[src/rtl/my_td4.sv]
`default_nettype none
//============================================================================
// Module      : my_td4
// Description : 4-bit single-cycle TD4-class CPU. Two general registers
//               (A, B), a carry flag, a 4-bit output register driving the
//               LEDs and a 16-word external program ROM fetched
//               combinationally from the program counter. One instruction
//               executes per rising edge of CLK.
//               Optional macro MY_TD4_IN_SYNC_EN inserts a two-flop
//               synchronizer on sw_in ahead of the IN instructions.
// Revision    : 1.0 - initial release
//============================================================================
module my_td4 (
    input  logic       CLK,
    input  logic       RST,
    input  logic [3:0] sw_in,
    input  logic [7:0] mem0,
    input  logic [7:0] mem1,
    input  logic [7:0] mem2,
    input  logic [7:0] mem3,
    input  logic [7:0] mem4,
    input  logic [7:0] mem5,
    input  logic [7:0] mem6,
    input  logic [7:0] mem7,
    input  logic [7:0] mem8,
    input  logic [7:0] mem9,
    input  logic [7:0] memA,
    input  logic [7:0] memB,
    input  logic [7:0] memC,
    input  logic [7:0] memD,
    input  logic [7:0] memE,
    input  logic [7:0] memF,
    output logic [3:0] led
);

    // Opcode encodings (instruction bits [7:4])
    localparam logic [3:0] c_OP_ADD_A  = 4'b0000;
    localparam logic [3:0] c_OP_MOV_AB = 4'b0001;
    localparam logic [3:0] c_OP_IN_A   = 4'b0010;
    localparam logic [3:0] c_OP_MOV_AI = 4'b0011;
    localparam logic [3:0] c_OP_MOV_BA = 4'b0100;
    localparam logic [3:0] c_OP_ADD_B  = 4'b0101;
    localparam logic [3:0] c_OP_IN_B   = 4'b0110;
    localparam logic [3:0] c_OP_MOV_BI = 4'b0111;
    localparam logic [3:0] c_OP_OUT_B  = 4'b1001;
    localparam logic [3:0] c_OP_OUT_I  = 4'b1011;
    localparam logic [3:0] c_OP_JNC    = 4'b1110;
    localparam logic [3:0] c_OP_JMP    = 4'b1111;

    logic [3:0] r_a;
    logic [3:0] r_b;
    logic [3:0] r_pc;
    logic       r_c;
    logic [3:0] r_out;

    logic [7:0] w_inst;
    logic [3:0] w_op;
    logic [3:0] w_im;
    logic [3:0] w_sw;
    logic [4:0] w_sum_a;
    logic [4:0] w_sum_b;
    logic [3:0] w_a_nxt;
    logic [3:0] w_b_nxt;
    logic [3:0] w_pc_nxt;
    logic       w_c_nxt;
    logic [3:0] w_out_nxt;

`ifdef MY_TD4_IN_SYNC_EN
    logic [3:0] r_sw_meta;
    logic [3:0] r_sw_sync;

    // Two-flop synchronizer: IN sees a switch change two edges later
    always_ff @(posedge CLK) begin
        if (!RST) begin
            r_sw_meta <= 4'd0;
            r_sw_sync <= 4'd0;
        end else begin
            r_sw_meta <= sw_in;
            r_sw_sync <= r_sw_meta;
        end
    end

    assign w_sw = r_sw_sync;
`else
    assign w_sw = sw_in;
`endif

    // Instruction fetch: ROM word selected by the program counter
    always_comb begin
        w_inst = mem0;
        case (r_pc)
            4'h0: w_inst = mem0;
            4'h1: w_inst = mem1;
            4'h2: w_inst = mem2;
            4'h3: w_inst = mem3;
            4'h4: w_inst = mem4;
            4'h5: w_inst = mem5;
            4'h6: w_inst = mem6;
            4'h7: w_inst = mem7;
            4'h8: w_inst = mem8;
            4'h9: w_inst = mem9;
            4'hA: w_inst = memA;
            4'hB: w_inst = memB;
            4'hC: w_inst = memC;
            4'hD: w_inst = memD;
            4'hE: w_inst = memE;
            4'hF: w_inst = memF;
        endcase
    end

    assign w_op    = w_inst[7:4];
    assign w_im    = w_inst[3:0];
    assign w_sum_a = {1'b0, r_a} + {1'b0, w_im};
    assign w_sum_b = {1'b0, r_b} + {1'b0, w_im};

    // Decode/execute: carry clears unless an ADD sets it; PC advances unless a jump is taken
    always_comb begin
        w_a_nxt   = r_a;
        w_b_nxt   = r_b;
        w_out_nxt = r_out;
        w_pc_nxt  = r_pc + 4'd1;
        w_c_nxt   = 1'b0;
        case (w_op)
            c_OP_ADD_A:  {w_c_nxt, w_a_nxt} = w_sum_a;
            c_OP_ADD_B:  {w_c_nxt, w_b_nxt} = w_sum_b;
            c_OP_MOV_AI: w_a_nxt = w_im;
            c_OP_MOV_BI: w_b_nxt = w_im;
            c_OP_MOV_AB: w_a_nxt = r_b;
            c_OP_MOV_BA: w_b_nxt = r_a;
            c_OP_IN_A:   w_a_nxt = w_sw;
            c_OP_IN_B:   w_b_nxt = w_sw;
            c_OP_OUT_B:  w_out_nxt = r_b;
            c_OP_OUT_I:  w_out_nxt = w_im;
            c_OP_JMP:    w_pc_nxt = w_im;
            c_OP_JNC:    if (!r_c) w_pc_nxt = w_im;
            default:     ;
        endcase
    end

    // Architectural state update; reset overrides any instruction
    always_ff @(posedge CLK) begin
        if (!RST) begin
            r_a   <= 4'd0;
            r_b   <= 4'd0;
            r_pc  <= 4'd0;
            r_c   <= 1'b0;
            r_out <= 4'd0;
        end else begin
            r_a   <= w_a_nxt;
            r_b   <= w_b_nxt;
            r_pc  <= w_pc_nxt;
            r_c   <= w_c_nxt;
            r_out <= w_out_nxt;
        end
    end

    assign led = r_out;

endmodule
`default_nettype wire

[config.mk]
export PLATFORM = sky130hd
export DESIGN_NAME = my_td4
export DESIGN_NICKNAME = d
export VERILOG_FILES = /design/src/rtl/my_td4.sv
export SDC_FILE = /design/constraint.sdc
export NUM_CORES = 1
export LEC_CHECK = 0
export BUFFER_PORTS_ARGS = -buffer_cell sky130_fd_sc_hd__buf_2
export CAP_MARGIN = 20
export CORE_ASPECT_RATIO = 0.5
export CORE_MARGIN = 2
export CORE_UTILIZATION = 45
export CTS_CLUSTER_DIAMETER = 60
export DETAILED_ROUTE_END_ITERATION = 16
export GPL_TIMING_DRIVEN = 0
export MAX_ROUTING_LAYER = met4
export PLACE_DENSITY = 0.81
export SLEW_MARGIN = 20
export SYNTH_ARGS = -nofsm -noshare
export SYNTH_HDL_FRONTEND = slang
export SYNTH_SLANG_ARGS = --single-unit
[constraint.sdc]
create_clock -name CLK -period 3.81 [get_ports CLK]
set_input_delay 0.762 -clock CLK [delete_from_list [all_inputs] [get_ports CLK]]
set_output_delay 0.762 -clock CLK [all_outputs]
set_load 0.01 [all_outputs]
## Word level (Yosys, flattened, before mapping)

Index checks and enable logic that the tools add are counted.

- Add/sub/neg operators: 3
- Eq/ne operators: 26
- Muxes and demuxes: 7
- Reductions and logical operators: 5

Operators with widths:

| kind | count |
|---|---|
| $pmux W8 S16 | 1 |
| $eq A4 B4 Y1 const B | 12 |
| $eq A4 B3 Y1 const B | 8 |
| $pmux W4 S4 | 2 |
| $eq A4 B2 Y1 const B | 4 |
| $pmux W4 S2 | 2 |
| $add A4 B4 Y5 | 2 |
| $eq A4 B1 Y1 const B | 2 |
| $logic_not A4 Y1 | 2 |
| $reduce_bool A4 Y1 | 2 |
| $add A4 B1 Y4 const B | 1 |
| $mux W4 | 1 |
| $pmux W1 S2 | 1 |
| $reduce_bool A2 Y1 | 1 |

- Bits in registers: 17
- Input port bits: 134
- Output and inout bits: 4
- Word-level logic and storage cells: 46

## Depth between registers and ports, before layout

- Depth in word-level cells: 4
- Gate-level depth with buffers: 17
- Depth with buffers taken out: 14

## Least setup slack after synthesis

No wires, ideal clock.

- Kind: flip-flop to flip-flop
- Start point: register r_pc[0]
- End point: register r_a[3]
- Library setup time: 0.121 ns
- Arrival: 3.147 ns
- Required time: 3.689 ns
- Path slack: 0.543 ns
- Stages on the path, launching flop included: 16
- Buffers on the path: 2
- Period minus slack after synthesis: 3.267 ns
- Path through: dfxtp_1 > inv_1 > ha_1 > buf_2 > buf_4 > a22oi_1 > mux4_2 > o311a_1 > a31oi_1 > ha_1 > a21o_1 > a21oi_1 > xnor2_1 > mux2_2 > o21ai_0 > o22ai_1

- Longest elaborated chain between the ends: 4
- Elaborated cells between the ends (all ways): 24
- Those cells by class: 1 x add/sub; 18 x eq/ne; 2 x mux; 3 x reduce/logical

RTL lines:

| what | line | source |
|---|---|---|
| start, declared | 52 | `logic [3:0] r_pc;` |
| start signal, assigned | 151 | `r_pc <= w_pc_nxt;` |
| $eq A4 B4 Y1, or another cell as far along | 91 | `case (r_pc)` |
| $pmux W8 S16 (*) | 91 |  |
| $add A4 B4 Y5, or another cell as far along | 113 | `assign w_sum_a = {1'b0, r_a} + {1'b0, w_im};` |
| $pmux W4 S4 or $reduce_bool A4 Y1 (tied branches) | - |  |
| end signal, assigned | 149 | `r_a <= w_a_nxt;` |
| end, declared | 50 | `logic [3:0] r_a;` |

Every way passes the cells marked *; elsewhere a longest branch is shown, timed or not.
A chain may end at the register's enable or synchronous reset.

## Worst setup path after layout

- Start point: register r_pc[0]
- End point: register r_a[2]

The elaborated chain is that of the path after synthesis.

==> results_dict.tcl <==
set metrics [dict create \
    internal-power_w 0.00157 \
    netlist_top_cells_area "sky130_fd_sc_hd__dfxtp_1, sky130_fd_sc_hd__a22oi_1, sky130_fd_sc_hd__ha_1" \
    final-setup-viol-count 0 \
    io-pin-count 138 \
    critical_path.n_buffers_inverters 3 \
    drtIter0Drc 328 \
    cpMostUsedCell "sky130_fd_sc_hd__inv_1" \
    hold_viol_final 0 \
    synth-edff-count 0 \
    power_density_mw_per_mm2 1060 \
    postRouteAntennaNets 0 \
    cts_root_buf "sky130_fd_sc_hd__clkbuf_8" \
    grt_overflow_total 0 \
    dpl-instance-area_mm2 0.00317 \
    gr_util_all_layers 0.281 \
    cpLargestDelayFamily "multiplexers" \
    run_status "finished, final reports clean" \
    average_routed_wire_per_standard_cell_um 16.7 \
    grt_setup_unrepaired "no" \
    fmax_mhz 278 \
    dieHeight_um 55.6 \
    drt_first_pass_iters 7 \
    cp_cell_sequence "inv_1, ha_1, buf_2, nand2_1, mux4_2, o311a_1, a31oi_4, inv_1, fa_1, xnor2_1, mux2_2, nand4_1, o221ai_1" \
    synth.avg_cell_area_um2 7.85 \
    power.share.clock 0.042 \
    tightest_slew_ns 0.752 \
    fin_worst_skew_ns 0.00726 \
    top_post_synthesis_cells_by_count "sky130_fd_sc_hd__nand2_1, sky130_fd_sc_hd__a21oi_1, sky130_fd_sc_hd__a22oi_1, sky130_fd_sc_hd__dfxtp_1, sky130_fd_sc_hd__nor2_1" \
    netSwitchingFraction 0.541 \
    final_core_util 0.646 \
    grt_antenna_before_repair 0 \
    worst_skew_pair.late_latency_ns 0.26 \
    power.sequential.fraction 0.080 \
    ys_seq_area_frac 0.142 \
    cts-htree-levels 1 \
    drt-vias-per-instance 6.02 \
    crit_type "reg2reg" \
    post-place-ws_ns -0.0152 \
    core_area_mm2 0.00502 \
    ys.warnings.count 0 \
    report.final.slew_viol_count 0 \
    period_share 0.942 \
    synth_cells 305 \
    detailedPlacementHpwl_um 6740 \
    synth_cell_type_count 59 \
    routabilityCongestion 0.930 \
    yosys_register_bits 17 \
    critical_path.max_fanout 19 \
    row_count 18 \
    grt_pass1_wl_um 13200 \
    netlist.area_leader.share 0.142 \
    worstPathArrival_ns 3.71 \
    pin_count_of_the_biggest_net_entering_global_routing 11 \
    crit_slowest_cell "sky130_fd_sc_hd__mux4_2" \
    cts_buffer_depth 2 \
    dieArea_mm2 0.00595 \
    share_comb_of_total_power 0.878 \
    max_cap_viol_count 0 \
    synth_async_sr_flop_share 0 \
    timing.final.ws_setup_ns 0.219 \
    count_leader_synth "sky130_fd_sc_hd__nand2_1" \
    p_switching_w 0.00186 \
    syn_nets 453 \
    initial_utilization 0.477 \
    critPathCaptureType "flop" \
    clock_sinks 17 \
    worst_ep_required_time_ns 3.93 \
    diodes 0 \
    die_w_um 107 \
    max_stage_delay_ns 0.50 \
    syn_area_mm2 0.00239 \
    route.final.wire_length_um 8610 \
    max-vdd-ir-drop_v 0.000573 \
    clock_tree_from_tritoncts "built" \
    maxSlewHeadroom 0.493 \
    first_global_vias 2813 \
    areaGrowthSynthToFinish_pct 35.5 \
    hold_path_class "reg2reg" \
    port-buffer-count 137 \
    stdcell_area_mm2 0.00324 \
    leakagePower_nw 1.52 \
    final.setup.tns_ns 0 \
    period_needed_ns 3.59 \
    synth_top_area_cell "sky130_fd_sc_hd__dfxtp_1" \
    cts_made_buffers 3 \
    num_vias 3096 \
    remaining_drc_errors 0 \
    synth_flop_cell "sky130_fd_sc_hd__dfxtp_1" \
    cp-start-kind "flop" \
    clk_pin_slew_worst_paths_ns 0.08 \
    hold-worst-slack_ns 0.500 \
    finish.net_count 593 \
    ratio_of_cells_with_drive_above_1_in_the_final_layout 0.405 \
]
final cells by class:
class	count	area, um2
clock buffer	3	41.3
buffer	22	139
sequential	17	340
inverter	13	48.8
timing repair buffer	138	693
multi-input combinational	250	1890
clock inverter	1	5.00
fill	449	1780
tap	70	87.6
layer usage:
layer	track usage	part of all wire	up-vias
met3	0.0492	0.093	12
met2	0.462	0.46	161
met1	0.368	0.43	1451
met4	0.0501	0.012	0
li1	-	-	1472
met5	-	0	-
metrics by stage:
step	cells	power [W]
3_5_place_dp	512	0.00314
3_3_place_gp	512	0.00309
5_1_grt	514	0.00369
2_1_floorplan	305	0.00250
4_1_cts	516	0.00332
6_report	514	0.00343
registers in the layout, indices dropped and copies added, names as in the netlist:
signal / flops
r_pc: 4
led: 4
r_a: 4
r_b: 4
r_c: 1
path summary, 6_finish.rpt:
kind | startpoint | cells after the start | end | slack (ns)
hold reg to reg | led[2] | 1 | led[2] | 0.50
hold / removal | led[2] | 1 | led[2] | 0.50
setup reg to reg | r_pc[0] | 13 | r_a[2] | 0.22
setup / recovery | r_pc[0] | 13 | r_a[2] | 0.22
power groups by stage:
stage               Sequential [W]  Combinational, W  Clock [W]
detailed placement        0.000276           0.00286          0
global placement          0.000274           0.00282          0
CTS                       0.000272           0.00290   0.000146
finish                    0.000275           0.00301   0.000143
floorplan                 0.000276           0.00223          0
global route              0.000283           0.00326   0.000155
cell usage in the layout, fill, tap and decap left out, types with 3 or more instances in the layout:
cell,n
sky130_fd_sc_hd__mux2i_1,11
sky130_fd_sc_hd__a221oi_1,9
sky130_fd_sc_hd__a222oi_1,6
sky130_fd_sc_hd__nand3_1,14
sky130_fd_sc_hd__buf_2,145
sky130_fd_sc_hd__o221ai_1,3
sky130_fd_sc_hd__nand3b_1,3
sky130_fd_sc_hd__nand4_1,4
sky130_fd_sc_hd__a211oi_1,3
sky130_fd_sc_hd__mux2_2,5
sky130_fd_sc_hd__o21ai_0,11
sky130_fd_sc_hd__clkbuf_1,3
sky130_fd_sc_hd__nor2b_1,4
sky130_fd_sc_hd__dfxtp_1,17
sky130_fd_sc_hd__clkbuf_8,3
sky130_fd_sc_hd__a221o_1,5
sky130_fd_sc_hd__ha_1,9
sky130_fd_sc_hd__a21o_1,8
sky130_fd_sc_hd__a21oi_1,23
sky130_fd_sc_hd__a31oi_1,4
sky130_fd_sc_hd__nor2_1,17
sky130_fd_sc_hd__nand2_1,34
sky130_fd_sc_hd__o22ai_1,9
sky130_fd_sc_hd__inv_1,13
sky130_fd_sc_hd__buf_6,4
sky130_fd_sc_hd__buf_4,5
sky130_fd_sc_hd__xnor2_1,5
sky130_fd_sc_hd__a22oi_1,20
logic make-up after synthesis:
group                    share of synthesized area
XOR/XNOR                                    0.0220
AO/OA/AOI/OAI                                0.406
adder cells (fa/ha/maj)                     0.0795
multiplexers                                0.0789
buffers and inverters                       0.0842
flip-flops                                   0.142
AND/OR/NAND/NOR                              0.188
repair_timing:
action                                  in CTS  in global routing
pin swaps                                    0                  1
resized for setup                            2                  7
endpoints found under the setup margin       1                  6
setup buffers                                0                  1
hold buffers                                 0                  0
Note: power is estimated with default switching activity, not from simulation.
